File: config.mk
export PLATFORM = sky130hd
export DESIGN_NAME = factorial_unit
export DESIGN_NICKNAME = d
export VERILOG_FILES = /design/src/rtl/factorial_unit.sv
export SDC_FILE = /design/constraint.sdc
export NUM_CORES = 1
export LEC_CHECK = 0
export CAP_MARGIN = 20
export CORE_MARGIN = 2
export CORE_UTILIZATION = 45
export CTS_CLUSTER_SIZE = 12
export DETAILED_ROUTE_END_ITERATION = 8
export PLACE_DENSITY = 0.67
export SYNTH_ARGS = -nofsm -noshare
export SYNTH_HDL_FRONTEND = slang
export SYNTH_HIERARCHICAL = 1
export SYNTH_SLANG_ARGS = --single-unit
File: constraint.sdc
create_clock -name Clk -period 8.2 [get_ports Clk]
set_clock_uncertainty 0.15 [all_clocks]
set_input_delay 0.82 -clock Clk [delete_from_list [all_inputs] [get_ports Clk]]
set_output_delay 0.82 -clock Clk [all_outputs]
set_load 0.005 [all_outputs]
File: src/rtl/factorial_unit.sv
// factorial_unit: multiply-and-decrement factorial engine.
// Control FSM and datapath joined under one wrapper.
package factorial_pkg;

  typedef enum logic [1:0] {
    IDLE = 2'b00,
    LOAD = 2'b01,
    MULT = 2'b10,
    DONE = 2'b11
  } state_t;

  typedef struct packed {
    logic ld_n;
    logic clr;
    logic ld_r;
    logic dec_n;
  } ctrl_t;

endpackage

module factorial_ctrlpath
  import factorial_pkg::*;
(
  input  logic   clk,
  input  logic   rst_n,
  input  logic   start,
  input  logic   cn,
  output ctrl_t  ctrl,
  output state_t state,
  output logic   stop
);

  state_t state_q;
  state_t state_d;

  // state register
  always_ff @(posedge clk or negedge rst_n) begin
    if (!rst_n) begin
      state_q <= IDLE;
    end else begin
      state_q <= state_d;
    end
  end

  // next state and datapath strobes
  always_comb begin
    state_d = state_q;
    ctrl    = '0;
    unique case (state_q)
      IDLE: begin
        if (start) begin
          state_d = LOAD;
        end
      end
      LOAD: begin
        ctrl.ld_n = 1'b1;
        ctrl.clr  = 1'b1;
        state_d   = MULT;
      end
      MULT: begin
        if (cn) begin
          state_d = DONE;
        end else begin
          ctrl.ld_r  = 1'b1;
          ctrl.dec_n = 1'b1;
        end
      end
      DONE: begin
        if (!start) begin
          state_d = IDLE;
        end
      end
      default: begin
        state_d = IDLE;
      end
    endcase
  end

  assign state = state_q;
  assign stop  = (state_q == DONE);

endmodule

module factorial_datapath
  import factorial_pkg::*;
(
  input  logic        clk,
  input  logic        rst_n,
  input  logic [7:0]  d_in,
  input  ctrl_t       ctrl,
  output logic [16:0] r,
  output logic [7:0]  n,
  output logic        cn
);

  logic [16:0] prod;

  // product kept to the result width; upper bits are
  // deliberately dropped (result is N! mod 2^17)
  assign prod = r * {9'd0, n};
  assign cn   = (n == 8'd0);

  // down-counter register
  always_ff @(posedge clk or negedge rst_n) begin
    if (!rst_n) begin
      n <= 8'd0;
    end else if (ctrl.ld_n) begin
      n <= d_in;
    end else if (ctrl.dec_n && !cn) begin
      n <= n - 8'd1;
    end
  end

  // result register
  always_ff @(posedge clk or negedge rst_n) begin
    if (!rst_n) begin
      r <= 17'd0;
    end else if (ctrl.clr) begin
      r <= 17'd1;
    end else if (ctrl.ld_r) begin
      r <= prod;
    end
  end

endmodule

module factorial_unit
  import factorial_pkg::*;
(
  input  logic        Clk,
  input  logic        Rst_n,
  input  logic        Start,
  input  logic [7:0]  D_in,
  output logic        Stop,
  output logic [16:0] R,
  output logic [7:0]  N,
  output logic [1:0]  State
);

  ctrl_t  ctrl;
  state_t state;
  logic   cn;

  factorial_ctrlpath u_ctrl (
    .clk   (Clk),
    .rst_n (Rst_n),
    .start (Start),
    .cn    (cn),
    .ctrl  (ctrl),
    .state (state),
    .stop  (Stop)
  );

  factorial_datapath u_dp (
    .clk   (Clk),
    .rst_n (Rst_n),
    .d_in  (D_in),
    .ctrl  (ctrl),
    .r     (R),
    .n     (N),
    .cn    (cn)
  );

  assign State = state;

endmodule

==> results.py, run 1 <==
metrics = {
    "timing": {
        "post-route-period-util_pct": 60.61,
        "setup_viol": 0,
        "timing.final.max_slew_violations": 0,
        "final.min_clock_period_ns": 4.970,
        "post_route_setup_tns_ns": 0,
        "max_freq_mhz": 201.2,
        "rsz0062_at_grt": "no",
        "worst_slew_margin_rel_pct": 55.48,
        "hold_violations": 0,
        "worstMarginPinSlew_ns": 0.6664,
    },
    "synthesis": {
        "synth_top_area_share_pct": 30.04,
        "synthFlopType": "dfrtp_1",
        "post_synth_inst_count": 477,
        "syn_area_per_cell_um2": 9.220,
        "largest_cells_by_area_after_synthesis": "fa_1 (30%), dfrtp_1 (15%), and2_1 (11%)",
        "yosys_register_bits": 27,
        "synth.cell_area_mm2": 0.004398,
        "yosysWarningCount": 6,
        "synth.yosys.seq_area_share_pct": 15.36,
        "synth_fp_nets": 586,
        "synth-async-reset-ratio_pct": 100.0,
        "synth.largest_area_cell": "fa_1",
        "synth_edf_count": 0,
        "yosysUniqueCellTypes": 44,
    },
    "routing": {
        "final_antenna_net_count": 0,
        "num_vias": 3285,
        "post_detailed_routing_wire_length_mm": 10.32,
        "viasPerCell": 5.157,
        "first_iter_violations": 104,
        "drt_drc_violations_left": 0,
        "drt_pass1_iterations": 4,
        "wire_per_inst_um": 16.21,
    },
    "final_layout": {
        "finalNetCount": 614,
        "area.growth.synth_to_final_pct": 11.78,
        "final_cell_mix": "inv_1 (83), and2_1 (80), fa_1 (66)",
        "count_of_inserted_antenna_diode_cells": 0,
        "layout-drive-gt1-share_pct": 2.976,
        "sequential_cell_area_um2": 675.6,
        "multi_input_comb_area_mm2": 0.003321,
        "mostFrequentLayoutCell": "inv_1",
        "fill_cell_instance_count_of_the_final_layout": 946,
    },
    "global_routing": {
        "grt_usage_pct": 21.05,
        "maximum_number_of_pins_on_one_net_before_global_route_repair": 28,
        "number_of_global_route_vias_before_repair": 3426,
        "grt_overflow_total": 0,
        "grt_first_pass_wirelength_mm": 17.13,
        "grt_antenna_before_repair": 0,
    },
    "placed_design": {
        "gp_congestion": 0.9147,
        "hpwl_mm": 7.744,
        "portBuffers": 38,
    },
    "clocking": {
        "cts_hold_buf": 0,
        "cts_sinks": 27,
        "clockBufferDepth": 2,
        "worst_skew_pair.late_latency_ns": 0.29,
        "tritoncts": "built",
        "cts_max_level": 1,
        "clockRootBuffer": "clkbuf_8",
        "cts_setup_buffers": 0,
        "numCtsBuffers": 3,
        "post_cts_resized": 0,
        "clk_transition_reported_paths_ns": 0.11,
    },
    "setup_path": {
        "r2r-start": "u_dp/n[2]$_DFFE_PN0P_",
        "crit_top_cell": "fa_1",
        "path_buf_inv": 2,
        "critPathArrivalTime_ns": 5.01,
        "critPathKind": "reg2reg",
        "worst_setup_path_end_kind": "flop",
        "critPathMaxStageDelay_ns": 0.79,
        "timing.critical_path.from_type": "flop",
        "worstPathCellList": "and2_1 -> fa_1 -> fa_1 -> fa_1 -> inv_1 -> fa_1 -> inv_1 -> ha_1 -> or3_1 -> o32a_1 -> nand3_1 -> o21ai_0 -> xor2_1 -> a22o_1",
        "path_delay_family": "adder cells",
        "timing.critical_path.required_ns": 8.24,
        "cp_slowest_cell": "dfrtp_1",
        "setup.worst_path.start": "u_dp/n[2]$_DFFE_PN0P_",
        "timing.critical_path.fanout_max": 20,
    },
    "run": {
        "maxCapViolCount": 0,
    },
    "floorplan": {
        "core_mm2": 0.009639,
        "die_height_um": 102.9,
        "die_width_um": 102.9,
        "std_cell_rows": 36,
        "ios": 39,
        "area_enclosed_by_the_die_boundary_mm2": 0.01058,
        "initial_core_util_pct": 45.63,
    },
    "hold_path": {
        "hold_path.startpoint": "u_ctrl/state[1]$_DFFE_PN0P_",
        "hold_path_class": "reg2reg",
    },
    "status": {
        "status": "finished, final reports clean",
    },
}
## per-stage QoR
step | instance area [µm²] | std cells | setup slack (ns) | util, % | hold slack [ns]
2_1_floorplan | 4398 | 477 | 3.484 | - | 0.3744
3_3_place_gp | 4870 | 633 | 3.315 | 50.52 | 0.4472
3_5_place_dp | 4870 | 633 | 3.235 | 50.52 | 0.4485
4_1_cts | 4916 | 637 | 3.228 | 51.00 | 0.4893
5_1_grt | 4916 | 637 | 2.975 | 51.00 | 0.5293
6_report | 4916 | 637 | 3.230 | 51.00 | 0.4896
## path summary, 6_finish.rpt
path / endpoint / slack, ns / depth (start not counted)
min in group asynchronous: u_dp/n[5]$_DFFE_PN0P_ / 0.76 / 2
hold / removal: u_ctrl/state[1]$_DFFE_PN0P_ / 0.49 / 1
hold reg to reg: u_ctrl/state[1]$_DFFE_PN0P_ / 0.49 / 1
setup / recovery: u_dp/r[14]$_DFFE_PN0P_ / 3.23 / 14
setup reg to reg: u_dp/r[14]$_DFFE_PN0P_ / 3.23 / 14
max in group asynchronous: u_dp/r[5]$_DFFE_PN0P_ / 6.87 / 2
## registers in the layout, summed over array words and instances (netlist names)
name and cells:
u_dp/r 17, u_dp/n 8, u_ctrl/state 2
## area by class of cell
| cell class | instances | area share, % |
|---|---|---|
| Sequential cell | 27 | 13.74 |
| Multi-Input combinational cell | 350 | 67.55 |
| Timing Repair Buffer | 40 | 8.043 |
| Clock inverter | 1 | 0.1018 |
| Tap cell | 133 | 3.385 |
| Clock buffer | 3 | 0.8399 |
| Inverter | 83 | 6.338 |
## cells in the mapped netlist (2+ instances only)
cell,n
buf_6,2
ha_1,32
a22o_1,3
buf_4,3
o21bai_1,3
and2_2,2
clkbuf_1,11
nor2b_4,3
dfrtp_1,27
xnor2_1,20
fa_1,66
nor3_1,5
and2_1,80
nand3_1,2
a21o_1,4
xor2_1,7
nor2_1,24
o21ai_0,10
a21oi_1,9
nand2_1,37
mux2i_1,9
inv_1,83
a211oi_1,4
o21ai_1,4
o21a_1,8
## cells by family after synthesis
group | Yosys count | share of synthesized area (%)
flops | 27 | 15.36
xor+xnor | 28 | 5.889
mux | 10 | 2.390
fa+ha+maj | 98 | 39.15
compound gates | 52 | 7.796
simple gates | 162 | 20.28
buf+inv | 100 | 9.132
## routing by layer
layer  wire (µm)  track usage [%]
met1        4784            29.70
met2        4853            34.74
met3         433            2.169
met4         252            6.073
met5           0                0
Power of run 1 is not shown: default switching activity piles up to over one toggle a cycle in this logic, so the estimate is an artifact.
==> run 2: changes to the inputs <==
--- a/config.mk
+++ b/config.mk
@@ -10,7 +10,7 @@
 export CORE_UTILIZATION = 45
 export CTS_CLUSTER_SIZE = 12
 export DETAILED_ROUTE_END_ITERATION = 8
-export PLACE_DENSITY = 0.67
+export PLACE_DENSITY = 0.69
 export SYNTH_ARGS = -nofsm -noshare
 export SYNTH_HDL_FRONTEND = slang
 export SYNTH_HIERARCHICAL = 1
==> constraint.sdc (replaced) <==
create_clock -name Clk -period 4.19 [get_ports Clk]
set_clock_uncertainty 0.15 [all_clocks]
set_input_delay 0.419 -clock Clk [delete_from_list [all_inputs] [get_ports Clk]]
set_output_delay 0.419 -clock Clk [all_outputs]
set_load 0.005 [all_outputs]
==> run 2 against run 1 <==
  * The run now ends with setup timing left
  * Wire length increased by 14%
  * Via count increased by 8.4%
  * Non-clock buffer count increased by 76
  * Global-route usage increased by 2.1 points
  * Critical endpoint is now u_dp/r[16]$_DFFE_PN0P_
  * Largest cell class unchanged
==> results.py, run 2 (synthesis results as in run 1) <==
metrics = {
    "run": {
        "maxCapViolCount": 0,
    },
    "timing": {
        "post-route-period-util_pct": 107.6,
        "setup_viol": 9,
        "timing.final.max_slew_violations": 0,
        "rsz0062_at_grt": "yes",
        "holdWs_ns": 0.2576,
        "worst_slew_margin_rel_pct": 39.07,
        "final.min_clock_period_ns": 4.508,
        "hold_violations": 0,
        "post-route-worst-setup-slack_ns": -0.3176,
        "worstMarginPinSlew_ns": 0.9139,
        "max_freq_mhz": 221.8,
    },
    "final_layout": {
        "mostFrequentLayoutCell": "inv_1",
        "finalNetCount": 690,
        "largest_register_ffs": 17,
        "fill_cell_instance_count_of_the_final_layout": 822,
        "sequential_cell_area_um2": 689.4,
        "largest_register": "u_dp/r",
        "area.growth.synth_to_final_pct": 32.03,
        "final_cell_mix": "inv_1 (77), buf_4 (69), and2_1 (69)",
        "non_filler_cells_final": 713,
        "layout-drive-gt1-share_pct": 26.38,
        "multi_input_comb_area_mm2": 0.003575,
        "count_of_inserted_antenna_diode_cells": 0,
    },
    "clocking": {
        "numCtsBuffers": 3,
        "clockBufferDepth": 2,
        "tritoncts": "built",
        "cts_max_level": 1,
        "worst_skew_pair.late_latency_ns": 0.29,
        "clk_transition_reported_paths_ns": 0.11,
        "cts_sinks": 27,
        "clockRootBuffer": "clkbuf_8",
    },
    "floorplan": {
        "std_cell_rows": 36,
        "die_width_um": 102.9,
        "die_height_um": 102.9,
        "core_mm2": 0.009639,
        "area_enclosed_by_the_die_boundary_mm2": 0.01058,
        "initial_core_util_pct": 45.63,
        "ios": 39,
    },
    "placed_design": {
        "placed_cells_incl_taps": 702,
        "gp_congestion": 0.9290,
        "portBuffers": 38,
        "hpwl_mm": 9.346,
    },
    "global_routing": {
        "number_of_global_route_vias_before_repair": 3812,
        "met3_usage_pct": 2.644,
        "maximum_number_of_pins_on_one_net_before_global_route_repair": 23,
        "busiest_layer": "met2",
        "grt_antenna_before_repair": 0,
        "global_route_met2_usage_pct": 36.95,
        "use_met1_pct": 33.63,
        "grt_usage_pct": 23.11,
        "grt_first_pass_wirelength_mm": 18.86,
        "grt_overflow_total": 0,
    },
    "hold_path": {
        "hold_path_class": "in2async",
    },
    "routing": {
        "first_iter_violations": 189,
        "drt_drc_violations_left": 0,
        "drt_pass1_iterations": 4,
        "post_detailed_routing_wire_length_mm": 11.74,
        "num_vias": 3562,
        "final_antenna_net_count": 0,
        "wire_per_inst_um": 16.47,
        "viasPerCell": 4.996,
    },
    "setup_path": {
        "worst_setup_path_end_kind": "flop",
        "critPathArrivalTime_ns": 4.51,
        "timing.critical_path.fanout_max": 7,
        "critPathKind": "reg2reg",
        "timing.critical_path.required_ns": 4.19,
        "timing.critical_path.from_type": "flop",
    },
    "status": {
        "status": "finished with violations",
        "violations": "setup timing",
    },
}
==> run 2: cell count changes in the layout (fill, tap and decap cells not counted), moves of 8 or more <==
cell	previous run	this run
buf_6	0	8
and2_4	0	11
dfrtp_2	0	11
and2_1	80	69
buf_4	2	69
dfrtp_1	27	16
==> run 2: routing by layer <==
layer | routed length, µm | part of all wire (%)
met4 | 115 | 0.98
met1 | 5281 | 45
met3 | 663 | 5.6
met2 | 5683 | 48
met5 | 0 | 0
==> run 2: final cells by class <==
class / count / share of cell area, %
multi-input combinational: 350 / 61.56
timing repair buffer: 116 / 17.50
inverter: 83 / 5.365
clock inverter: 1 / 0.1293
sequential: 27 / 11.87
clock buffer: 3 / 0.7111
tap: 133 / 2.866
==> run 2: critical path, cell delays in order, from the launching register on <==
cell and delay (ns):
dfrtp_2 0.50, and2_4 0.19, fa_2 0.55, fa_2 0.43, fa_1 0.51, inv_1 0.05
fa_1 0.47, inv_1 0.04, ha_2 0.17, or3_4 0.36, o32a_1 0.43, o221ai_2 0.24
xnor2_1 0.09, mux2i_1 0.14, nor2_1 0.05
==> run 2: what timing repair did <==
item                       CTS  global route
hold buffers                 0             0
pin swaps                   11            21
resized for setup           21            40
setup endpoints to repair    9            11
setup buffers                1             5
hold endpoints to repair     0             0
==> run 2: final timing paths <==
kind | start | endpoint | slack (ns) | depth (start not counted)
setup / recovery | u_dp/n[5]$_DFFE_PN0P_ | u_dp/r[16]$_DFFE_PN0P_ | -0.32 | 14
hold / removal | Rst_n | u_dp/r[15]$_DFFE_PN0P_ | 0.26 | 1
setup reg to reg | u_dp/n[5]$_DFFE_PN0P_ | u_dp/r[16]$_DFFE_PN0P_ | -0.32 | 14
hold reg to reg | u_ctrl/state[1]$_DFFE_PN0P_ | u_ctrl/state[1]$_DFFE_PN0P_ | 0.48 | 1
max in group asynchronous | Rst_n | u_dp/r[0]$_DFFE_PN0P_ | 3.01 | 3
min in group Clk | u_ctrl/state[1]$_DFFE_PN0P_ | u_ctrl/state[1]$_DFFE_PN0P_ | 0.48 | 1
==> run 2: metrics by stage <==
stage / cell area, µm² / setup TNS [ns] / utilization, % / setup WS (ns)
floorplan: 4503 / -1.134 / - / -0.2767
global placement: 5431 / -1.755 / 56.35 / -0.3603
detailed placement: 5431 / -2.210 / 56.35 / -0.4259
CTS: 5552 / -1.943 / 57.59 / -0.3160
global route: 5807 / -3.457 / 60.24 / -0.5050
finish: 5807 / -2.023 / 60.24 / -0.3176
Power of run 2 is left out for the same reason.
